**src/rtl/alu_operand_stage.sv**
```systemverilog
// alu_operand_stage: issue stage in front of a combinational ALU.
// Accepts one encoded instruction at a time and reads its operands from an
// 8 x 11-bit register file (r0 reads as zero). It drives the ALU, captures
// the ALU result, writes the result back and holds a registered response
// until the downstream side accepts it.
// Instruction layout: [24:22] op, [21:19] rd, [18:16] rs1, [15:13] rs2,
// [12] reserved (ignored), [11] useImm, [10:0] imm.
module alu_operand_stage #(
   parameter int NREG = 8,
   parameter int W    = 11
) (
   input  logic          clk,
   input  logic          rst_n,
   input  logic          inValid,
   output logic          inReady,
   input  logic [24:0]   instr,
   output logic [W-1:0]  aluA,
   output logic [W-1:0]  aluB,
   output logic [2:0]    aluSel,
   input  logic [31:0]   aluRes,
   input  logic          aluZero,
   output logic          resValid,
   input  logic          resReady,
   output logic [31:0]   resData,
   output logic [2:0]    resRd,
   output logic          resZero,
   output logic          resOvf,
   output logic          resDivErr,
   input  logic [2:0]    dbgAddr,
   output logic [W-1:0]  dbgData
);

   localparam logic [2:0] OP_DIV = 3'b011;
   localparam logic [2:0] OP_LDI = 3'b111;

   typedef enum logic [1:0] {
      S_IDLE = 2'd0,
      S_READ = 2'd1,
      S_EXEC = 2'd2,
      S_RESP = 2'd3
   } state_t;

   state_t          state_q;
   logic [24:0]     ir_q;
   logic [W-1:0]    opa_q;
   logic [W-1:0]    opb_q;
   logic [W-1:0]    rf_q [NREG];

   logic            res_valid_q;
   logic [31:0]     res_data_q;
   logic [2:0]      res_rd_q;
   logic            res_zero_q;
   logic            res_ovf_q;
   logic            res_div_err_q;

   // Decoded fields of the latched instruction.
   logic [2:0]      ir_op;
   logic [2:0]      ir_rd;
   logic [2:0]      ir_rs1;
   logic [2:0]      ir_rs2;
   logic            ir_use_imm;
   logic [W-1:0]    ir_imm;
   logic            unused_reserved;

   assign ir_op           = ir_q[24:22];
   assign ir_rd           = ir_q[21:19];
   assign ir_rs1          = ir_q[18:16];
   assign ir_rs2          = ir_q[15:13];
   assign unused_reserved = ir_q[12];
   assign ir_use_imm      = ir_q[11];
   assign ir_imm          = ir_q[W-1:0];

   // Next-state values for the response registers and writeback, used in EXEC.
   logic            is_ldi;
   logic            div_err;
   logic            wr_en;
   logic [W-1:0]    wr_data_d;
   logic [31:0]     res_data_d;
   logic            res_zero_d;
   logic            res_ovf_d;

   // Work out what EXEC will capture and whether it writes the register file.
   always_comb begin
      is_ldi     = (ir_op == OP_LDI);
      div_err    = (ir_op == OP_DIV) && (opb_q == '0);
      wr_en      = (state_q == S_EXEC) && (ir_rd != 3'd0) && !div_err;
      wr_data_d  = is_ldi ? ir_imm : aluRes[W-1:0];
      res_data_d = aluRes;
      res_zero_d = aluZero;
      // Only add/sub/mul can spill past the register width; a borrowing
      // subtract lands in the upper bits and therefore also flags here.
      res_ovf_d  = (ir_op <= 3'b010) && (|aluRes[31:W]);
      if (is_ldi) begin
         res_data_d = {{(32-W){1'b0}}, ir_imm};
         res_zero_d = (ir_imm == '0);
      end else if (div_err) begin
         res_data_d = '0;
         res_zero_d = 1'b1;
      end
   end

   // Sequencer: IDLE -> READ -> EXEC -> RESP, with register file and response state.
   always_ff @(posedge clk or negedge rst_n) begin
      if (!rst_n) begin
         state_q       <= S_IDLE;
         ir_q          <= '0;
         opa_q         <= '0;
         opb_q         <= '0;
         res_valid_q   <= 1'b0;
         res_data_q    <= '0;
         res_rd_q      <= '0;
         res_zero_q    <= 1'b0;
         res_ovf_q     <= 1'b0;
         res_div_err_q <= 1'b0;
         for (int i = 0; i < NREG; i++) begin
            rf_q[i] <= '0;
         end
      end else begin
         case (state_q)
            S_IDLE: begin
               if (inValid) begin
                  ir_q    <= instr;
                  state_q <= S_READ;
               end
            end
            S_READ: begin
               opa_q   <= rf_q[ir_rs1];
               opb_q   <= ir_use_imm ? ir_imm : rf_q[ir_rs2];
               state_q <= S_EXEC;
            end
            S_EXEC: begin
               res_valid_q   <= 1'b1;
               res_data_q    <= res_data_d;
               res_rd_q      <= ir_rd;
               res_zero_q    <= res_zero_d;
               res_ovf_q     <= res_ovf_d;
               res_div_err_q <= div_err;
               if (wr_en) begin
                  rf_q[ir_rd] <= wr_data_d;
               end
               state_q <= S_RESP;
            end
            S_RESP: begin
               // Response registers hold untouched until the handshake.
               if (resReady) begin
                  res_valid_q <= 1'b0;
                  state_q     <= S_IDLE;
               end
            end
            default: state_q <= S_IDLE;
         endcase
      end
   end

   // Operand registers feed the ALU in every state; they matter only in EXEC.
   assign aluA      = opa_q;
   assign aluB      = opb_q;
   assign aluSel    = ir_op;

   // Ready is forced low while reset is held, even though state is already IDLE.
   assign inReady   = rst_n && (state_q == S_IDLE);

   assign resValid  = res_valid_q;
   assign resData   = res_data_q;
   assign resRd     = res_rd_q;
   assign resZero   = res_zero_q;
   assign resOvf    = res_ovf_q;
   assign resDivErr = res_div_err_q;

   // r0 is never written, but mask it explicitly so the debug port cannot show it.
   assign dbgData   = (dbgAddr == 3'd0) ? '0 : rf_q[dbgAddr];

endmodule

```
**config.mk**
```make
export PLATFORM = sky130hd
export DESIGN_NAME = alu_operand_stage
export DESIGN_NICKNAME = d
export VERILOG_FILES = /design/src/rtl/alu_operand_stage.sv
export SDC_FILE = /design/constraint.sdc
export NUM_CORES = 1
export LEC_CHECK = 0
export ABC_CLOCK_PERIOD_IN_PS = 1960
export BUFFER_PORTS_ARGS = -buffer_cell sky130_fd_sc_hd__buf_2
export CAP_MARGIN = 40
export CELL_PAD_IN_SITES_DETAIL_PLACEMENT = 1
export CELL_PAD_IN_SITES_GLOBAL_PLACEMENT = 2
export CORE_MARGIN = 4
export CORE_UTILIZATION = 35
export DETAILED_ROUTE_END_ITERATION = 12
export MAX_ROUTING_LAYER = met4
export PLACE_DENSITY = 0.74
export SLEW_MARGIN = 20
export SYNTH_ARGS = -nofsm -noshare
export SYNTH_HDL_FRONTEND = slang
export SYNTH_SLANG_ARGS = --single-unit
```
**constraint.sdc**
```tcl
create_clock -name clk -period 1.96 [get_ports clk]
set_input_delay 0.098 -clock clk [delete_from_list [all_inputs] [get_ports clk]]
set_output_delay 0.098 -clock clk [all_outputs]
set_load 0.02 [all_outputs]
```
-- After elaboration in Yosys (flattened, before gate mapping)
Cells that the tools add are included.
- bits in registers: 176
- input port bits: 65
- output and inout bits: 76
- word-level logic and storage cells: 77
- magnitude comparators: 6
- equality and inequality tests: 7
- multiplexer cells: 24
- bitwise logic cells: 4
- reductions and logical operators: 18
- operator list (kind ; number):
    two-way mux 11 bit ; 10
    binary-select mux 11 bit (select 3 bit) ; 3
    bitwise mux 88 bit ; 1
    two-way mux 32 bit ; 2
    demux 11 bit (select 3 bit) ; 1
    zero test 11 bit ; 2
    OR reduction 21 bit ; 1
    >= comparator 4 bit (second input constant) ; 4
    inverter 3 -> 4 bit ; 4
    case mux 2 bit (4 select lines) ; 1
    AND reduction 2 bit ; 4
    logical AND 1 bit ; 6
    == test 2 bit (second input constant) ; 2
    < comparator 4 x 1 -> 1 bit (second input constant) ; 1
    two-way mux 2 bit ; 2
    != test 2 bit (second input constant) ; 2
    == test 3 x 2 -> 1 bit (second input constant) ; 1
    == test 3 bit (second input constant) ; 1
    <= comparator 3 x 2 -> 1 bit (second input constant) ; 1
    zero test 3 bit ; 1
    two-way mux 1 bit ; 3
    nonzero test 3 bit ; 1
    == test 2 x 1 -> 1 bit (second input constant) ; 1
    zero test 2 bit ; 1
    3 further kinds ; 3

-- Logic depth before layout (Yosys ltp)
Gate-level depths: netlist of run 1.
- depth after elaboration: 6
- mapped depth: 8

-- Worst setup path after synthesis of run 1
OpenSTA, ideal clock, no wires.
- path type: flip-flop to flip-flop
- start point: reg state_q[0]
- end point: reg rf_q[44] (netlist name)
- setup time: 0.125 ns
- data arrival time: 1.856 ns
- data required time: 1.835 ns
- path slack: -0.020 ns
- cell stages (with the launch flop): 9
- path buffers: 2
- clock period less this slack: 1.980 ns
- cell sequence: dfrtp_1 inv_1 ha_1 clkbuf_1 nor2b_1 nand2_1 nor3b_1 buf_2 mux2_2
- longest elaborated chain between the ends: 4
- ends and longest elaborated chain (element ; RTL line ; RTL):
    start: declaration ; 43 ; state_t state_q;
    start signal: assignment ; 105 ; state_q <= S_IDLE;
    start signal: assignment ; 123 ; state_q <= S_READ;
    start signal: assignment ; 129 ; state_q <= S_EXEC;
    == test 2 bit * ; 86, 119 ;
    logical AND 1 bit (2 in series) ; 86 ; wr_en = (state_q == S_EXEC) && (ir_rd != 3'd0) && !div_err;
    AND reduction 2 bit (no line) * ; n/a ;
    end signal: indexed assignment ; 139 ; rf_q[ir_rd] <= wr_data_d;
    end: declaration ; 47 ; logic [W-1:0] rf_q [NREG];
Every way passes the cells marked *; elsewhere a longest branch is shown, timed or not.
A chain may end at the register's enable or synchronous reset.

-- Final worst setup path of run 1
- start point: reg rf_q[2] (netlist name)
- end point: out dbgData[2]
- longest elaborated chain between the ends: 4
- ends and longest elaborated chain (element ; RTL line ; RTL):
    binary-select mux 11 bit (select 3 bit) ; 171 ; assign dbgData = (dbgAddr == 3'd0) ? '0 : rf_q[dbgAddr];
    two-way mux 11 bit (not written as such) (2 in series) ; 171 ;
    two-way mux 11 bit ; 171 ;
    end: declaration ; 30 ; output logic [W-1:0] dbgData
No other way between the ends. The select of a mux whose other input is x is not followed.

==> results of run 1 <==
-- sequential cells by signal, indices dropped and copies added (netlist names) --
| name | count |
|---|---|
| resDivErr | 1 |
| rf_q | 88 |
| resData | 32 |
| ir_q | 24 |
| resOvf | 1 |
| resRd | 3 |
| resZero | 1 |
| state_q | 2 |
| resValid | 1 |
| aluA | 11 |
| aluB | 11 |
-- synth_stat cells (4+ instances only) --
cell / number / area share (%)
o22ai_1: 10 / 0.72
dfrtp_1: 175 / 50
nand2_1: 66 / 2.8
a21oi_1: 13 / 0.75
nand3b_1: 9 / 0.77
buf_4: 4 / 0.34
nor4_1: 9 / 0.65
a22o_1: 21 / 2.1
nor2b_1: 5 / 0.36
mux4_2: 55 / 14
buf_2: 10 / 0.57
a22oi_1: 12 / 1.0
ha_1: 4 / 0.57
clkbuf_1: 44 / 1.9
a31oi_1: 12 / 0.86
o21ai_0: 24 / 1.4
nor2_1: 33 / 1.4
mux2_4: 10 / 1.7
mux2_2: 104 / 13
mux2i_1: 12 / 1.4
inv_1: 6 / 0.26
-- final timing paths --
path	startpoint	end	depth (start not counted)	slack [ns]
max	rf_q[2]	dbgData[2]	4	0.07
min	aluZero	resZero	3	0.08
max reg2reg	aluB[4]	rf_q[34]	6	0.07
min reg2reg	rf_q[85]	rf_q[85]	0	0.40
max in group asynchronous	rst_n	rf_q[7]	3	1.02
min in group asynchronous	rst_n	rf_q[12]	2	0.13
-- per-layer routing --
metal | GRT usage [%] | wire length [µm] | vias to the layer above | share of wire [%]
met5 | - | 0 | - | 0
met4 | 5.38 | 450 | 0 | 1.7
met3 | 3.19 | 1240 | 35 | 4.6
met2 | 33.4 | 13500 | 189 | 50
met1 | 27.1 | 12000 | 3437 | 44
li1 | - | - | 2910 | -
-- stage by stage --
step                instances  setup slack (ns)  cell area (µm²)
CTS                      1218           0.00693            11500
global route             1219           0.00324            11500
finish                   1219            0.0688            11500
detailed placement       1129            -0.153            10200
global placement         1128            -0.164            10200
floorplan                 669            0.0133             8730
-- cells by family (layout without fill, tap and decap cells) --
family                   Yosys count  count (layout)  share of synthesized area (%)
AND/OR/NAND/NOR                  143             143                           7.72
flip-flops                       175             175                           50.2
AO/OA/AOI/OAI                     97              97                           7.33
buffers and inverters             69             295                           3.46
adder cells (fa/ha/maj)            4               4                          0.574
multiplexers                     181             181                           30.7
-- timing repair --
action                     CTS  global route
setup buffers                0             1
hold endpoints to repair   148             0
pin swaps                    0             0
hold buffers                58             0
gates resized for setup     13             6
setup endpoints to repair   88            85
cloned                       0             0
-- report_power, final --
part	leakage [nW]	switching, mW	internal (mW)
Clock	0.301	1.47	2.12
Combinational	2.69	4.82	4.88
Sequential	2.05	1.38	5.27
-- worst max-delay path: stages (launching register included) --
cell,delay [ns]
dfrtp_1,0.42
mux4_2,0.49
nand2_1,0.09
o21ai_0,0.15
buf_2,0.22
-- layout make-up --
| cell class | count | area share (%) |
|---|---|---|
| sequential | 175 | 38.0 |
| multi-input combinational | 425 | 36.1 |
| timing repair buffer | 258 | 16.9 |
| clock buffer | 20 | 4.05 |
| tap | 324 | 3.51 |
| clock inverter | 11 | 1.36 |
| inverter | 6 | 0.195 |
==> impl_metrics.csv, run 1 <==
group,metric,value,unit
finish,fillers,2554,
global_route,grt_max_degree,85,
clock_tree,cts_tree,"done",
worst_setup_path,crit_arrival,1.79,ns
synthesis,synth_edf_count,0,
route,vias_per_cell,5.39,
sta,fmax,0.529,GHz
global_route,grt_pass1_vias,7326,
route,wirelength,27.2,mm
route,vias,6571,
hold_path,hold_class,"input pin to flip-flop",
die,rows,57,
clock_tree,htree_levels,4,
sta,whs,0.0840,ns
global_route,antenna_found_initial,1,
power,p_leak,5.05,nW
synthesis,netlist_instances,669,
sta,worstMarginPinSlew,0.705,ns
die,core,24400,µm²
sta,slew_headroom,53.0,%
synthesis,synthesis.area,8720,µm²
die,start_util,35.8,%
synthesis,syn_avg_cell_area,13.0,µm²
power,power.density,1730,nW/µm²
synthesis,ys.flop_type,"dfrtp_1",
finish,regArea,4380,µm²
worst_setup_path,critPathLaunchType,"flip-flop",
synthesis,synth_cell_type_count,42,
worst_setup_path,worstPathRequired,1.86,ns
clock_tree,clk_pin_slew,0.07,ns
route,remaining_drc_errors,0,
synthesis,synth_nets,738,
die,die_x,166,µm
worst_setup_path,critPathKind,"flip-flop to output port",
power,peakVddDrop,0.865,mV
global_route,grt_first_pass_wirelength,43.0,mm
placed_design,port_buffers,139,
sta,slew_violations,0,
route,drtIter0Drc,490,
synthesis,synth_seq_area_share,50.2,%
clock_tree,clk_path_buf_depth,2,
sta,hold_viol_final,0,
clock_tree,cts_root_buffer,"clkbuf_16",
sta,grt_setup_unrepaired,"false",
finish,multi_input_area,4160,µm²
synthesis,synth-seq-cells,175,
finish,fin_nets,952,
route,ant_nets,0,
global_route,grt_overflow,0,
finish,fin_util,47.3,%
route,routedWlPerCell,22.3,µm
sta,fin_crit,1.89,ns
finish,syn2layout_area_growth,32.2,%
power,power.total,19.9,mW
sta,setup_viol,0,
synthesis,yosysWarnings,0,
clock_tree,cts_sinks,175,
finish,layout_common_cells,"dfrtp_1, buf_2, mux2_2",
die,dieArea,27500,µm²
sta,fin_skew,0.0101,ns
global_route,track_usage,20.5,%
route,drt_pre_antenna_iters,4,
worst_setup_path,cp_max_fo,4,
clock_tree,cts_buffers,17,
worst_setup_path,critPathCaptureType,"output port",
finish,diodes,0,
die,num_io_pins,141,
sta,tns,0,ns
run,cap_viol_max_count,0,
synthesis,async_flop_share,100,%
finish,layout_commonest_cell,"dfrtp_1",
die,die_h,166,µm
sta,fin_crit_sh,96.5,%
clock_tree,clkLatencyLatePin,0.43,ns
finish,drive_above_1_share,46.6,%
placed_design,hpwl,18.6,mm
outcome,status,"finished, final reports clean",
placed_design,place_congestion,0.844,
Power figures use the tool's default switching activity.
==> run 2, diff against run 1 <==
--- a/config.mk
+++ b/config.mk
@@ -10,7 +10,7 @@
 export CAP_MARGIN = 40
 export CELL_PAD_IN_SITES_DETAIL_PLACEMENT = 1
 export CELL_PAD_IN_SITES_GLOBAL_PLACEMENT = 2
-export CORE_MARGIN = 4
+export CORE_MARGIN = 2
 export CORE_UTILIZATION = 35
 export DETAILED_ROUTE_END_ITERATION = 12
 export MAX_ROUTING_LAYER = met4
==> run 2 against run 1 <==
  * Via count shrank 0.30%
  * Routed wire length is 1.0% higher
  * Die area down 4.8%
  * Fmax fell by 3.1%
  * Clock skew decreased by 0.00083 ns
  * Largest power group unchanged
  * Largest cell class unchanged
  * Final cell count grew 0.41%
  * First-iteration DRC count decreased by 23%
  * Sequential power is 0.9% higher
==> impl_metrics.csv, run 2 (synthesis gave the netlist of run 1 again) <==
group,metric,value,unit
finish,regArea,4380,µm²
clock_tree,cts_root_buffer,"clkbuf_16",
route,met2_length,13.6,mm
sta,hold_viol_final,0,
global_route,grt_overflow,0,
clock_tree,htree_levels,4,
power,p_leak,5.03,nW
run,cap_viol_max_count,0,
finish,syn2layout_area_growth,31.5,%
worst_setup_path,crit_arrival,2.26,ns
die,dieArea,26200,µm²
finish,multi_input_area,4160,µm²
global_route,track_usage,22.1,%
finish,layout_common_cells,"dfrtp_1, buf_2, mux2_2",
die,core,24400,µm²
route,wl_met3,1.31,mm
die,rows,57,
placed_design,port_buffers,139,
finish,layout_commonest_cell,"dfrtp_1",
sta,setup_viol,0,
placed_design,hpwl,18.7,mm
worst_setup_path,cp_max_fo,11,
hold_path,hold_class,"input pin to flip-flop",
worst_setup_path,rrSetupSlack,0.009,ns
finish,fin_util,47.0,%
hold_path,whs_path_depth,5,
sta,whs,0.0885,ns
route,drtIter0Drc,378,
route,vias_per_cell,5.35,
worst_setup_path,critPathCaptureType,"flip-flop",
route,remaining_drc_errors,0,
sta,fmax,0.513,GHz
worst_setup_path,critPathKind,"flip-flop to flip-flop",
finish,diodes,0,
power,p_clk_share,16.6,%
sta,grt_setup_unrepaired,"true",
power,p_sw,7.87,mW
route,highest_layer,"met4",
sta,slew_headroom,63.8,%
power,internal_power,11.8,mW
worst_setup_path,cp_slowest_cell,"dfrtp_1",
power,swShare,40.0,%
route,wirelength,27.4,mm
clock_tree,clkLatencyLatePin,0.44,ns
worst_setup_path,r2r_start,"aluB[7]",
worst_setup_path,cpPeakStageDelay,0.39,ns
die,die_h,162,µm
finish,largest_reg_flops,88,
power,peakVddDrop,0.759,mV
die,die_x,162,µm
hold_path,hp-start,"inValid",
route,met1_length,12.0,mm
sta,fin_skew,0.00923,ns
finish,drive_above_1_share,46.9,%
sta,fin_crit,1.95,ns
route,vias,6551,
clock_tree,cts_sinks,175,
power,power.density,1720,nW/µm²
route,drt_pre_antenna_iters,5,
worst_setup_path,setup.worst_path.start,"aluB[7]",
global_route,grt_first_pass_wirelength,42.6,mm
route,ant_nets,0,
global_route,grt_pass1_vias,7261,
die,start_util,35.8,%
global_route,grt_max_degree,94,
clock_tree,cts_tree,"done",
die,num_io_pins,141,
sta,slew_violations,0,
power,comb_power_share,49.4,%
global_route,antenna_found_initial,0,
worst_setup_path,cp_cell_sequence,"nor4_2, buf_4, and4_4, nand4bb_4, buf_12, mux2_2",
power,power_frac_seq,34.0,%
route,routedWlPerCell,22.4,µm
finish,fillers,2578,
worst_setup_path,critPathLaunchType,"flip-flop",
clock_tree,cts_buffers,17,
sta,worstMarginPinSlew,0.542,ns
placed_design,place_congestion,0.817,
sta,fin_crit_sh,99.6,%
finish,largest-register,"rf_q",
power,power.total,19.7,mW
worst_setup_path,rr_worst_depth,6,
clock_tree,clk_path_buf_depth,2,
finish,fin_nets,956,
worst_setup_path,worstPathRequired,2.27,ns
outcome,status,"finished, final reports clean",
clock_tree,clk_pin_slew,0.07,ns
[run 2: cell types whose count changed in the layout (fill, tap and decap cells not counted), moves of 2 or more]
cell,previous run,this run
buf_4,44,51
clkbuf_8,3,0
buf_12,16,14
o21ai_0,24,22
o21ai_1,0,2
bufinv_16,3,0
inv_8,1,4
[run 2: critical path, delay by kind of cell, from the launching register on]
family / cells / cell delay (ns)
simple gates: 3 / 0.77
mux: 1 / 0.34
buf+inv: 2 / 0.32
flops: 1 / 0.39
[run 2: what timing repair did]
item | in CTS | in global routing
hold buffers | 58 | 0
endpoints found under the setup margin | 89 | 89
hold endpoints to repair | 232 | 0
pin swaps | 0 | 2
resized for setup | 11 | 12
buffers inserted | 0 | 1
[run 2: stage by stage]
step	std cells	instance area (µm²)	worst slack (ns)	TNS, ns
global route	1224	11500	-0.0764	-1.92
global placement	1132	10200	-0.211	-6.45
finish	1224	11500	0.00881	0
CTS	1223	11400	0.000224	0
detailed placement	1133	10200	-0.121	-4.98
floorplan	669	8730	0.0133	0
[run 2: layout make-up]
cell class	instances	area share [%]
clock buffer	18	3.74
clock inverter	14	1.12
inverter	6	0.196
multi-input combinational	425	36.2
sequential	175	38.2
tap	324	3.53
timing repair buffer	262	17.0
[run 2: routing by layer]
metal  GRT usage [%]  vias to the layer above
li1                -                     2930
met1            28.7                     3373
met2            36.0                      204
met3            3.91                       44
met4            5.91                        0
met5               -                        -
[run 2: path summary, 6_finish.rpt]
path                               to
setup / recovery             rf_q[74]
hold / removal             state_q[1]
setup reg to reg             rf_q[74]
hold reg to reg              rf_q[81]
max in group asynchronous    rf_q[46]
min in group asynchronous    rf_q[33]
[run 2: power by group through the flow]
stage	Combinational, mW	Clock, mW	Sequential (mW)
5_1_grt	10.4	3.49	6.95
3_3_place_gp	9.20	0	6.45
6_report	9.72	3.27	6.70
3_5_place_dp	9.50	0	6.66
4_1_cts	9.74	3.33	6.66
2_1_floorplan	5.63	0	7.02
